--- config.mk ---
export PLATFORM = sky130hd
export DESIGN_NAME = toggle_pulse_gen_flat
export DESIGN_NICKNAME = d
export VERILOG_FILES = /design/src/rtl/toggle_pulse_gen_if.sv /design/src/rtl/toggle_pulse_gen.sv /design/src/flat_wrapper.sv
export SDC_FILE = /design/constraint.sdc
export NUM_CORES = 1
export LEC_CHECK = 0
export ABC_AREA = 1
export CAP_MARGIN = 20
export CORE_MARGIN = 5
export CORE_UTILIZATION = 35
export DETAILED_ROUTE_END_ITERATION = 6
export PLACE_DENSITY = 0.6
export REMOVE_ABC_BUFFERS = 1
export SETUP_SLACK_MARGIN = 0.02
export SLEW_MARGIN = 40
export SYNTH_ARGS = -nofsm -noshare
export SYNTH_HDL_FRONTEND = slang
export SYNTH_SLANG_ARGS = --single-unit
--- constraint.sdc ---
create_clock -name clk -period 1.35 [get_ports clk]
set_input_delay 0.405 -clock clk [delete_from_list [all_inputs] [get_ports clk]]
set_output_delay 0.405 -clock clk [all_outputs]
set_load 0.01 [all_outputs]
--- src/rtl/toggle_pulse_gen_if.sv ---
`default_nettype none
// ============================================================================
// Module   : toggle_pulse_gen_if
// Purpose  : Groups the push-button input and the toggle-request outputs of
//            toggle_pulse_gen into one bundle.
// Signals  : btn_in    - raw asynchronous button level, active-high
//            t_out     - one-cycle toggle-request pulse
//            btn_db    - debounced button level
//            press_cnt - wrapping count of t_out pulses issued
// Modports : master - drives the button and observes the results
//            slave  - the pulse generator itself
// Revision : 1.0 - initial release
// ============================================================================
interface toggle_pulse_gen_if #(
  parameter int CNT_W = 8
);
  logic             btn_in;
  logic             t_out;
  logic             btn_db;
  logic [CNT_W-1:0] press_cnt;

  modport master (
    output btn_in,
    input  t_out,
    input  btn_db,
    input  press_cnt
  );

  modport slave (
    input  btn_in,
    output t_out,
    output btn_db,
    output press_cnt
  );
endinterface : toggle_pulse_gen_if
`default_nettype wire

--- src/rtl/toggle_pulse_gen.sv ---
`default_nettype none
// ============================================================================
// Module   : toggle_pulse_gen
// Purpose  : Converts a raw, bouncing, asynchronous push-button into clean
//            single-cycle toggle-request pulses. Path: 2-FF synchronizer,
//            debounce FSM, optional hold-to-repeat, wrapping pulse counter.
// Ports    : clk           - single clock, rising edge
//            rst           - synchronous active-high reset
//            pb (slave)    - btn_in in; t_out, btn_db, press_cnt out
// Revision : 1.0 - initial release
// ============================================================================
module toggle_pulse_gen #(
  parameter int DEBOUNCE_CYCLES = 4,
  parameter int REPEAT_EN       = 0,
  parameter int REPEAT_DELAY    = 8,
  parameter int REPEAT_RATE     = 4,
  parameter int CNT_W           = 8
) (
  input  wire                      clk,
  input  wire                      rst,
  toggle_pulse_gen_if.slave        pb
);

  // Counter widths cover the largest terminal count each counter must hold.
  localparam int RPT_MAX = (REPEAT_DELAY > REPEAT_RATE) ? REPEAT_DELAY : REPEAT_RATE;
  localparam int DEB_W   = (DEBOUNCE_CYCLES > 1) ? $clog2(DEBOUNCE_CYCLES) : 1;
  localparam int RPT_W   = (RPT_MAX > 1) ? $clog2(RPT_MAX) : 1;

  localparam logic [DEB_W-1:0] DEB_LAST   = DEB_W'(DEBOUNCE_CYCLES - 1);
  localparam logic [RPT_W-1:0] DELAY_LAST = RPT_W'(REPEAT_DELAY - 1);
  localparam logic [RPT_W-1:0] RATE_LAST  = RPT_W'(REPEAT_RATE - 1);
  localparam logic [DEB_W-1:0] DEB_ONE    = DEB_W'(1);
  localparam logic [RPT_W-1:0] RPT_ONE    = RPT_W'(1);
  localparam logic [CNT_W-1:0] CNT_ONE    = CNT_W'(1);

  typedef enum logic [2:0] {
    IDLE        = 3'd0,
    PRESS_CHK   = 3'd1,
    HELD        = 3'd2,
    REPEAT      = 3'd3,
    RELEASE_CHK = 3'd4
  } state_t;

  state_t            state_q, state_d;
  logic              sync1_q, sync2_q;
  logic [DEB_W-1:0]  deb_cnt_q, deb_cnt_d;
  logic [RPT_W-1:0]  rpt_cnt_q, rpt_cnt_d;
  logic              t_out_q, t_out_d;
  logic              btn_db_q, btn_db_d;
  logic [CNT_W-1:0]  press_cnt_q, press_cnt_d;
  logic              pulse;
  logic              s;

  // The FSM only ever looks at the second synchronizer stage.
  assign s = sync2_q;

  always_ff @(posedge clk) begin
    if (rst) begin
      sync1_q     <= 1'b0;
      sync2_q     <= 1'b0;
      state_q     <= IDLE;
      deb_cnt_q   <= '0;
      rpt_cnt_q   <= '0;
      t_out_q     <= 1'b0;
      btn_db_q    <= 1'b0;
      press_cnt_q <= '0;
    end else begin
      sync1_q     <= pb.btn_in;
      sync2_q     <= sync1_q;
      state_q     <= state_d;
      deb_cnt_q   <= deb_cnt_d;
      rpt_cnt_q   <= rpt_cnt_d;
      t_out_q     <= t_out_d;
      btn_db_q    <= btn_db_d;
      press_cnt_q <= press_cnt_d;
    end
  end

  always_comb begin
    state_d   = state_q;
    deb_cnt_d = deb_cnt_q;
    rpt_cnt_d = rpt_cnt_q;
    btn_db_d  = btn_db_q;
    pulse     = 1'b0;

    case (state_q)
      IDLE: begin
        btn_db_d = 1'b0;
        if (s) begin
          state_d   = PRESS_CHK;
          deb_cnt_d = DEB_ONE;
        end else begin
          deb_cnt_d = '0;
        end
      end

      PRESS_CHK: begin
        if (!s) begin
          // Bounce during press: start over without a pulse.
          state_d   = IDLE;
          deb_cnt_d = '0;
        end else if (deb_cnt_q == DEB_LAST) begin
          state_d   = HELD;
          pulse     = 1'b1;
          btn_db_d  = 1'b1;
          rpt_cnt_d = '0;
          deb_cnt_d = '0;
        end else begin
          deb_cnt_d = deb_cnt_q + DEB_ONE;
        end
      end

      HELD: begin
        if (!s) begin
          state_d   = RELEASE_CHK;
          deb_cnt_d = DEB_ONE;
        end else if (REPEAT_EN != 0) begin
          if (rpt_cnt_q == DELAY_LAST) begin
            state_d   = REPEAT;
            pulse     = 1'b1;
            rpt_cnt_d = '0;
          end else begin
            rpt_cnt_d = rpt_cnt_q + RPT_ONE;
          end
        end
      end

      REPEAT: begin
        if (!s) begin
          state_d   = RELEASE_CHK;
          deb_cnt_d = DEB_ONE;
        end else if (REPEAT_EN != 0) begin
          if (rpt_cnt_q == RATE_LAST) begin
            pulse     = 1'b1;
            rpt_cnt_d = '0;
          end else begin
            rpt_cnt_d = rpt_cnt_q + RPT_ONE;
          end
        end
      end

      RELEASE_CHK: begin
        if (s) begin
          // Release glitch: the button is still held; restart repeat timing.
          state_d   = HELD;
          rpt_cnt_d = '0;
          deb_cnt_d = '0;
        end else if (deb_cnt_q == DEB_LAST) begin
          state_d   = IDLE;
          btn_db_d  = 1'b0;
          deb_cnt_d = '0;
        end else begin
          deb_cnt_d = deb_cnt_q + DEB_ONE;
        end
      end

      default: begin
        state_d   = IDLE;
        deb_cnt_d = '0;
        rpt_cnt_d = '0;
        btn_db_d  = 1'b0;
      end
    endcase
  end

  assign t_out_d     = pulse;
  assign press_cnt_d = pulse ? (press_cnt_q + CNT_ONE) : press_cnt_q;

  assign pb.t_out     = t_out_q;
  assign pb.btn_db    = btn_db_q;
  assign pb.press_cnt = press_cnt_q;

endmodule : toggle_pulse_gen
`default_nettype wire

--- src/flat_wrapper.sv ---
// flat-port wrapper written by rule: the top's interface ports become plain ports
module toggle_pulse_gen_flat 
#(
  parameter int DEBOUNCE_CYCLES = 4,
  parameter int REPEAT_EN       = 0,
  parameter int REPEAT_DELAY    = 8,
  parameter int REPEAT_RATE     = 4,
  parameter int CNT_W           = 8
)
  (clk, rst, pb_btn_in, pb_t_out, pb_btn_db, pb_press_cnt);
  toggle_pulse_gen_if #(.CNT_W(CNT_W)) pb_i ();
  input  wire clk;
  input  wire rst;
  input wire logic [$bits(pb_i.btn_in)-1:0] pb_btn_in;
  output wire logic [$bits(pb_i.t_out)-1:0] pb_t_out;
  output wire logic [$bits(pb_i.btn_db)-1:0] pb_btn_db;
  output wire logic [$bits(pb_i.press_cnt)-1:0] pb_press_cnt;
  assign pb_i.btn_in = pb_btn_in;
  assign pb_t_out = pb_i.t_out;
  assign pb_btn_db = pb_i.btn_db;
  assign pb_press_cnt = pb_i.press_cnt;
  toggle_pulse_gen #(.DEBOUNCE_CYCLES(DEBOUNCE_CYCLES), .REPEAT_EN(REPEAT_EN), .REPEAT_DELAY(REPEAT_DELAY), .REPEAT_RATE(REPEAT_RATE), .CNT_W(CNT_W)) u_core (.clk(clk), .rst(rst), .pb(pb_i));
endmodule
Word-level counts from Yosys, hierarchy flattened

Cells that the tools add are included.
Widths: inputs -> output; s select.

Input bits: 3
Output and inout bits: 10
Word-level logic and storage cells: 48
Flip-flop bits (word level): 17

$add $sub $neg: 2
Bitwise logic cells: 1
Reduce and logical (&&, ||, !) cells: 4
Equal/unequal tests: 13
Muxes and demuxes: 21

Operators by type and width:

| kind                | count |
|---|---|
| $mux 3              | 6 |
| $pmux 3 s4          | 1 |
| $add 8x1->8 const B | 1 |
| $mux 1              | 8 |
| $mux 2              | 4 |
| $ne 2x1->1 const B  | 4 |
| $pmux 2 s4          | 1 |
| $eq 3x2->1 const B  | 2 |
| $reduce_and 5->1    | 1 |
| $ne 2x2->1 const B  | 2 |
| $reduce_and 4->1    | 1 |
| $eq 3x1->1 const B  | 1 |
| $eq 3x3->1 const B  | 1 |
| $logic_not 3->1     | 1 |
| $ne 3x1->1 const B  | 1 |
| $ne 3x3->1 const B  | 1 |
| $pmux 1 s3          | 1 |
| $add 2x1->2 const B | 1 |
| $eq 2x2->1 const B  | 1 |
| $reduce_or 2->1     | 1 |
| $not 1->1           | 1 |

Depth between registers and ports, before layout

Gate-level depths: netlist of run 1.

Depth after elaboration: 4
Mapped depth: 8
Mapped depth without buffers: 8

Worst setup path before layout of run 1

Ideal clock, no wire load.

Path kind: reg2reg
Start: register u_core.deb_cnt_q[0]
End: register u_core.press_cnt_q[7] (netlist: u_core.pb.press_cnt[7])
Path slack: 202 ps
Setup time: 116 ps
Stages on the path, launching flop included: 7
Buffers on the path: 0
Clock period less this slack: 1148 ps
Arrival time: 1032 ps
Data required time: 1234 ps
Path through: dfxtp_1 ha_1 nand2_2 nor2_4 nand3_1 o21ai_0 nor2_1

Cells in the longest elaborated chain, start to end: 4

RTL lines:

| what                     | line                    | source |
|---|---|---|
| start: declaration       | toggle_pulse_gen.sv:46  | `logic [DEB_W-1:0] deb_cnt_q, deb_cnt_d;` |
| start signal: assignment | toggle_pulse_gen.sv:71  | `deb_cnt_q <= deb_cnt_d;` |
| $eq 2x2->1               | toggle_pulse_gen.sv:102 | `end else if (deb_cnt_q == DEB_LAST) begin` |
| $mux 1                   | toggle_pulse_gen.sv:102 |  |
| $mux 1                   | toggle_pulse_gen.sv:98  | `if (!s) begin` |
| $mux 1                   | toggle_pulse_gen.sv:86  | `case (state_q)` |
| end signal: assignment   | toggle_pulse_gen.sv:75  | `press_cnt_q <= press_cnt_d;` |
| end: declaration         | toggle_pulse_gen.sv:50  | `logic [CNT_W-1:0] press_cnt_q, press_cnt_d;` |

No other way between the ends.
A chain may end at the register's enable or synchronous reset.

Worst setup path after layout of run 1

Start: register u_core.press_cnt_q[1] (netlist: u_core.pb.press_cnt[1])
End: output port pb_press_cnt[1]

RTL lines:

| what             | line               | source |
|---|---|---|
| end: declaration | flat_wrapper.sv:17 | `output wire logic [$bits(pb_i.press_cnt)-1:0] pb_press_cnt;` |

No word-level cell between the ends.

==> results of run 1 <==
-- sequential cells by signal, summed over array words and instances, names as in the netlist --
signal	flops
u_core.state_q	3
u_core.s	1
u_core.deb_cnt_q	2
u_core.pb.btn_db	1
u_core.sync1_q	1
u_core.pb.press_cnt	8
u_core.pb.t_out	1
-- cells by family after synthesis --
family / synth area share (%)
AND/OR/NAND/NOR: 39.61
buffers and inverters: 8.786
flip-flops: 37.94
AO/OA/AOI/OAI: 8.924
XOR/XNOR: 1.953
adder cells (fa/ha/maj): 2.789
-- placed cells by master (no fill, tap or decap), drive strengths merged --
| cell type | instances |
|---|---|
| clkdlybuf4s15 | 5 |
| ha | 2 |
| a21oi | 7 |
| buf | 8 |
| and3 | 1 |
| nor3b | 1 |
| xor2 | 2 |
| dlygate4sd2 | 1 |
| dfxtp | 17 |
| o21ai | 6 |
| nand3 | 15 |
| nor2 | 25 |
| nand4 | 1 |
| nand2 | 29 |
| clkdlybuf4s50 | 2 |
| inv | 20 |
| nor3 | 1 |
| clkbuf | 8 |
| o21bai | 2 |
-- where the power goes --
group | switching (mW) | internal [mW] | leakage, nW
Sequential | 0.0604 | 0.555 | 0.139
Combinational | 0.316 | 0.179 | 0.384
Clock | 0.147 | 0.115 | 0.0150
-- metal layers --
layer / GRT usage, % / up-vias
met4: 6.192 / 0
met2: 21.22 / 21
li1: - / 457
met5: 0 / -
met1: 14.08 / 409
met3: 2.128 / 2
-- area by class of cell --
class | instances | share of cell area [%]
multi-input cells | 92 | 43.14
flip-flops and latches | 17 | 30.42
repair buffers | 20 | 14.16
inverters | 20 | 6.637
well taps | 30 | 3.319
clock buffers | 4 | 2.323
-- worst reg2reg max path: stages, from the launching register on --
cell	delay, ns
sky130_fd_sc_hd__dfxtp_2	0.34
sky130_fd_sc_hd__buf_4	0.11
sky130_fd_sc_hd__ha_1	0.16
sky130_fd_sc_hd__inv_1	0.06
sky130_fd_sc_hd__nor2_1	0.13
sky130_fd_sc_hd__xor2_1	0.16
sky130_fd_sc_hd__nand2_1	0.07
sky130_fd_sc_hd__a21oi_1	0.12
-- metrics by stage --
| stage | hold WS (ns) | utilization, % | std cells | power [mW] |
|---|---|---|---|---|
| 2_1_floorplan | 0.3883 | - | 129 | 1.013 |
| 3_3_place_gp | 0.3963 | 45.26 | 179 | 1.105 |
| 3_5_place_dp | 0.3951 | 45.26 | 179 | 1.117 |
| 4_1_cts | 0.4084 | 46.13 | 183 | 1.390 |
| 5_1_grt | 0.4259 | 46.08 | 183 | 1.489 |
| 6_report | 0.4048 | 46.08 | 183 | 1.372 |
-- timing repair --
item | in CTS | in global routing
endpoints found under the setup margin | 11 | 11
gates resized for setup | 15 | 16
pin swaps | 0 | 1
-- path summary, 6_finish.rpt --
kind / from / to / slack [ns]
worst max-delay path: u_core.pb.press_cnt[1]$_SDFFE_PP0P_ / pb_press_cnt[1] / 0.08
worst min-delay path: u_core.sync1_q$_SDFF_PP0_ / u_core.s$_SDFF_PP0_ / 0.40
worst max register to register: u_core.pb.press_cnt[0]$_SDFFE_PP0P_ / u_core.pb.press_cnt[4]$_SDFFE_PP0P_ / 0.13
worst min register to register: u_core.sync1_q$_SDFF_PP0_ / u_core.s$_SDFF_PP0_ / 0.40
==> implementation parameters, run 1 <==
Parameter                              Value

Critical path
  Depth of the critical timing path with buffers and inverters included    1
  CP top delay family    flip-flops
  WP buf/inv    1
  Largest stage delay, worst path    0.36 ns
  Category of the critical setup timing path    reg2out
  CP max FO    4
  List of cells traversed by the critical path    clkdlybuf4s15_2
  Critical path arrival    0.87 ns
  Endpoint class of the critical path    primary output
  Required time at the worst-slack endpoint    0.95 ns
  Logic depth of the worst register-to-register path    7
  Worst setup SP type    register
  Cell with the largest stage delay on the worst path    sky130_fd_sc_hd__dfxtp_2

STA
  Pin slew with the least headroom to its limit    0.2835 ns
  Final worst-path setup slack    0.07899 ns
  Slew margin rel.    81.07%
  Fmax    786.8 MHz
  Setup-failing EPs final    0
  Max-slew violation count    0
  Total negative slack    0 ns
  Number of hold violations in the final report    0
  Setup clock skew after layout    0.006179 ns
  Share of the cycle needed by the critical path after routing    94.15%
  Setup repair after global routing missed its margin    no
  Time the worst path needs with I/O delays and setup    1.271 ns

Global routing
  Antenna violations before repair    0
  Largest net degree at the start of global routing    10
  Vias in the first global route    864
  Total routing usage reported by global routing    12.13%
  First-pass GRT wire length    3.456 mm
  Overall overflow remaining after global route    0

Logic synthesis
  Most instantiated library cell after synthesis    sky130_fd_sc_hd__nand2_1
  Number of flops mapped to enable cells by yosys    0
  Part of the Yosys area used for sequential elements    37.94%
  Share of Yosys cell area claimed by the top area cell type    37.94%
  Post-Synthesis Cells    130
  Most frequently used flop master after synthesis    sky130_fd_sc_hd__dfxtp_1
  Yosys Warn Count    0
  Most numerous cell types in the synthesized netlist    26 x sky130_fd_sc_hd__nand2_1, 22 x sky130_fd_sc_hd__nor2_1, 17 x sky130_fd_sc_hd__dfxtp_1, 15 x sky130_fd_sc_hd__inv_1, 13 x sky130_fd_sc_hd__nand3_1
  Post-Syn Area    897.1 um^2
  Area leader, netlist    sky130_fd_sc_hd__dfxtp_1
  Register bit count reported by yosys    17
  Post-synthesis async set-or-reset flop share    0%
  Largest cells by area after synthesis    sky130_fd_sc_hd__dfxtp_1 38%, sky130_fd_sc_hd__nand2_1 11%, sky130_fd_sc_hd__nor2_1 9.2%
  Count of unique library cells instantiated by Yosys    23
  Synthesized area divided by synthesized cell count    6.901 um^2

Clock network
  Clock H-tree levels    1
  Number of hold-repair buffers added at the cts stage    0
  Clock tree from TritonCTS    built
  Post-CTS setup buffer count    0
  CTS buffer count    3
  TritonCTS Sinks    17
  Master cell of the clock root buffer    sky130_fd_sc_hd__clkbuf_4
  Clock Latency Late Sink    0.28 ns
  CTS clock-pin slew for the worst setup and hold paths    0.09 ns
  Longest Clk Path Bufs    2

Detailed routing
  Aggregate routed wire length    1.869 mm
  Antenna Violating Nets Remaining    0
  Overall via count from detail_route    889
  Number of DRC violations after detailed routing    0
  DRC marker count from the first detailed-route iteration    28
  Average wire per standard cell    10.21 um
  Vias per cell    4.858
  First-pass iteration count of the detailed router    4
  Routed met3 length    64 um
  Uppermost signal routing layer after detailed routing    met4
  Routed length on met1    839 um
  Met2 wirelength from detailed routing    954 um

Floorplan
  Number of core rows    18
  Die Span X    60.63 um
  Top-Level Pins    13
  Die Y    60.63 um
  Initial standard-cell utilization of the core    36.54%
  Std-Cell Core Area    2455 um^2
  Full die area    3675 um^2

Placement
  Count of buffers inserted at the top-level ports    12
  Area of placed instances    1111 um^2
  Half-perimeter wire length of the detailed placement result    1.475 mm
  Gpl congestion    0.7899
  Worst slack, placed    -0.005379 ns

Layout
  Register area    344.1 um^2
  Layout Cell Area excl Fill    1131 um^2
  Share of cells above drive strength 1    23.53%
  Number of antenna cells inserted    0
  Synth-to-Final Area Change    26.08%
  # fillers    265
  Nets    159
  Multi-input combinational cell area    488.0 um^2

Outcome
  Status    complete, no violations

Power and ir drop
  Maximum ir drop on the vdd rail    0.6661 mV
  PwrDens    1213 nW/um^2
  Leak pwr    0.5380 nW

Hold path
  Number of cells traversed by the worst hold path    2
  Hold WC Path Type    reg2reg

Job
  Max-Cap Viols    0
Note: power is estimated with default switching activity, not from simulation.
==> inputs of run 2 (changes only) <==
--- a/config.mk
+++ b/config.mk
@@ -10,7 +10,6 @@
 export CORE_MARGIN = 5
 export CORE_UTILIZATION = 35
 export DETAILED_ROUTE_END_ITERATION = 6
-export PLACE_DENSITY = 0.6
 export REMOVE_ABC_BUFFERS = 1
 export SETUP_SLACK_MARGIN = 0.02
 export SLEW_MARGIN = 40
==> results of run 2 <==
No change in the layout: final DEF, timing and power equal those of run 1.
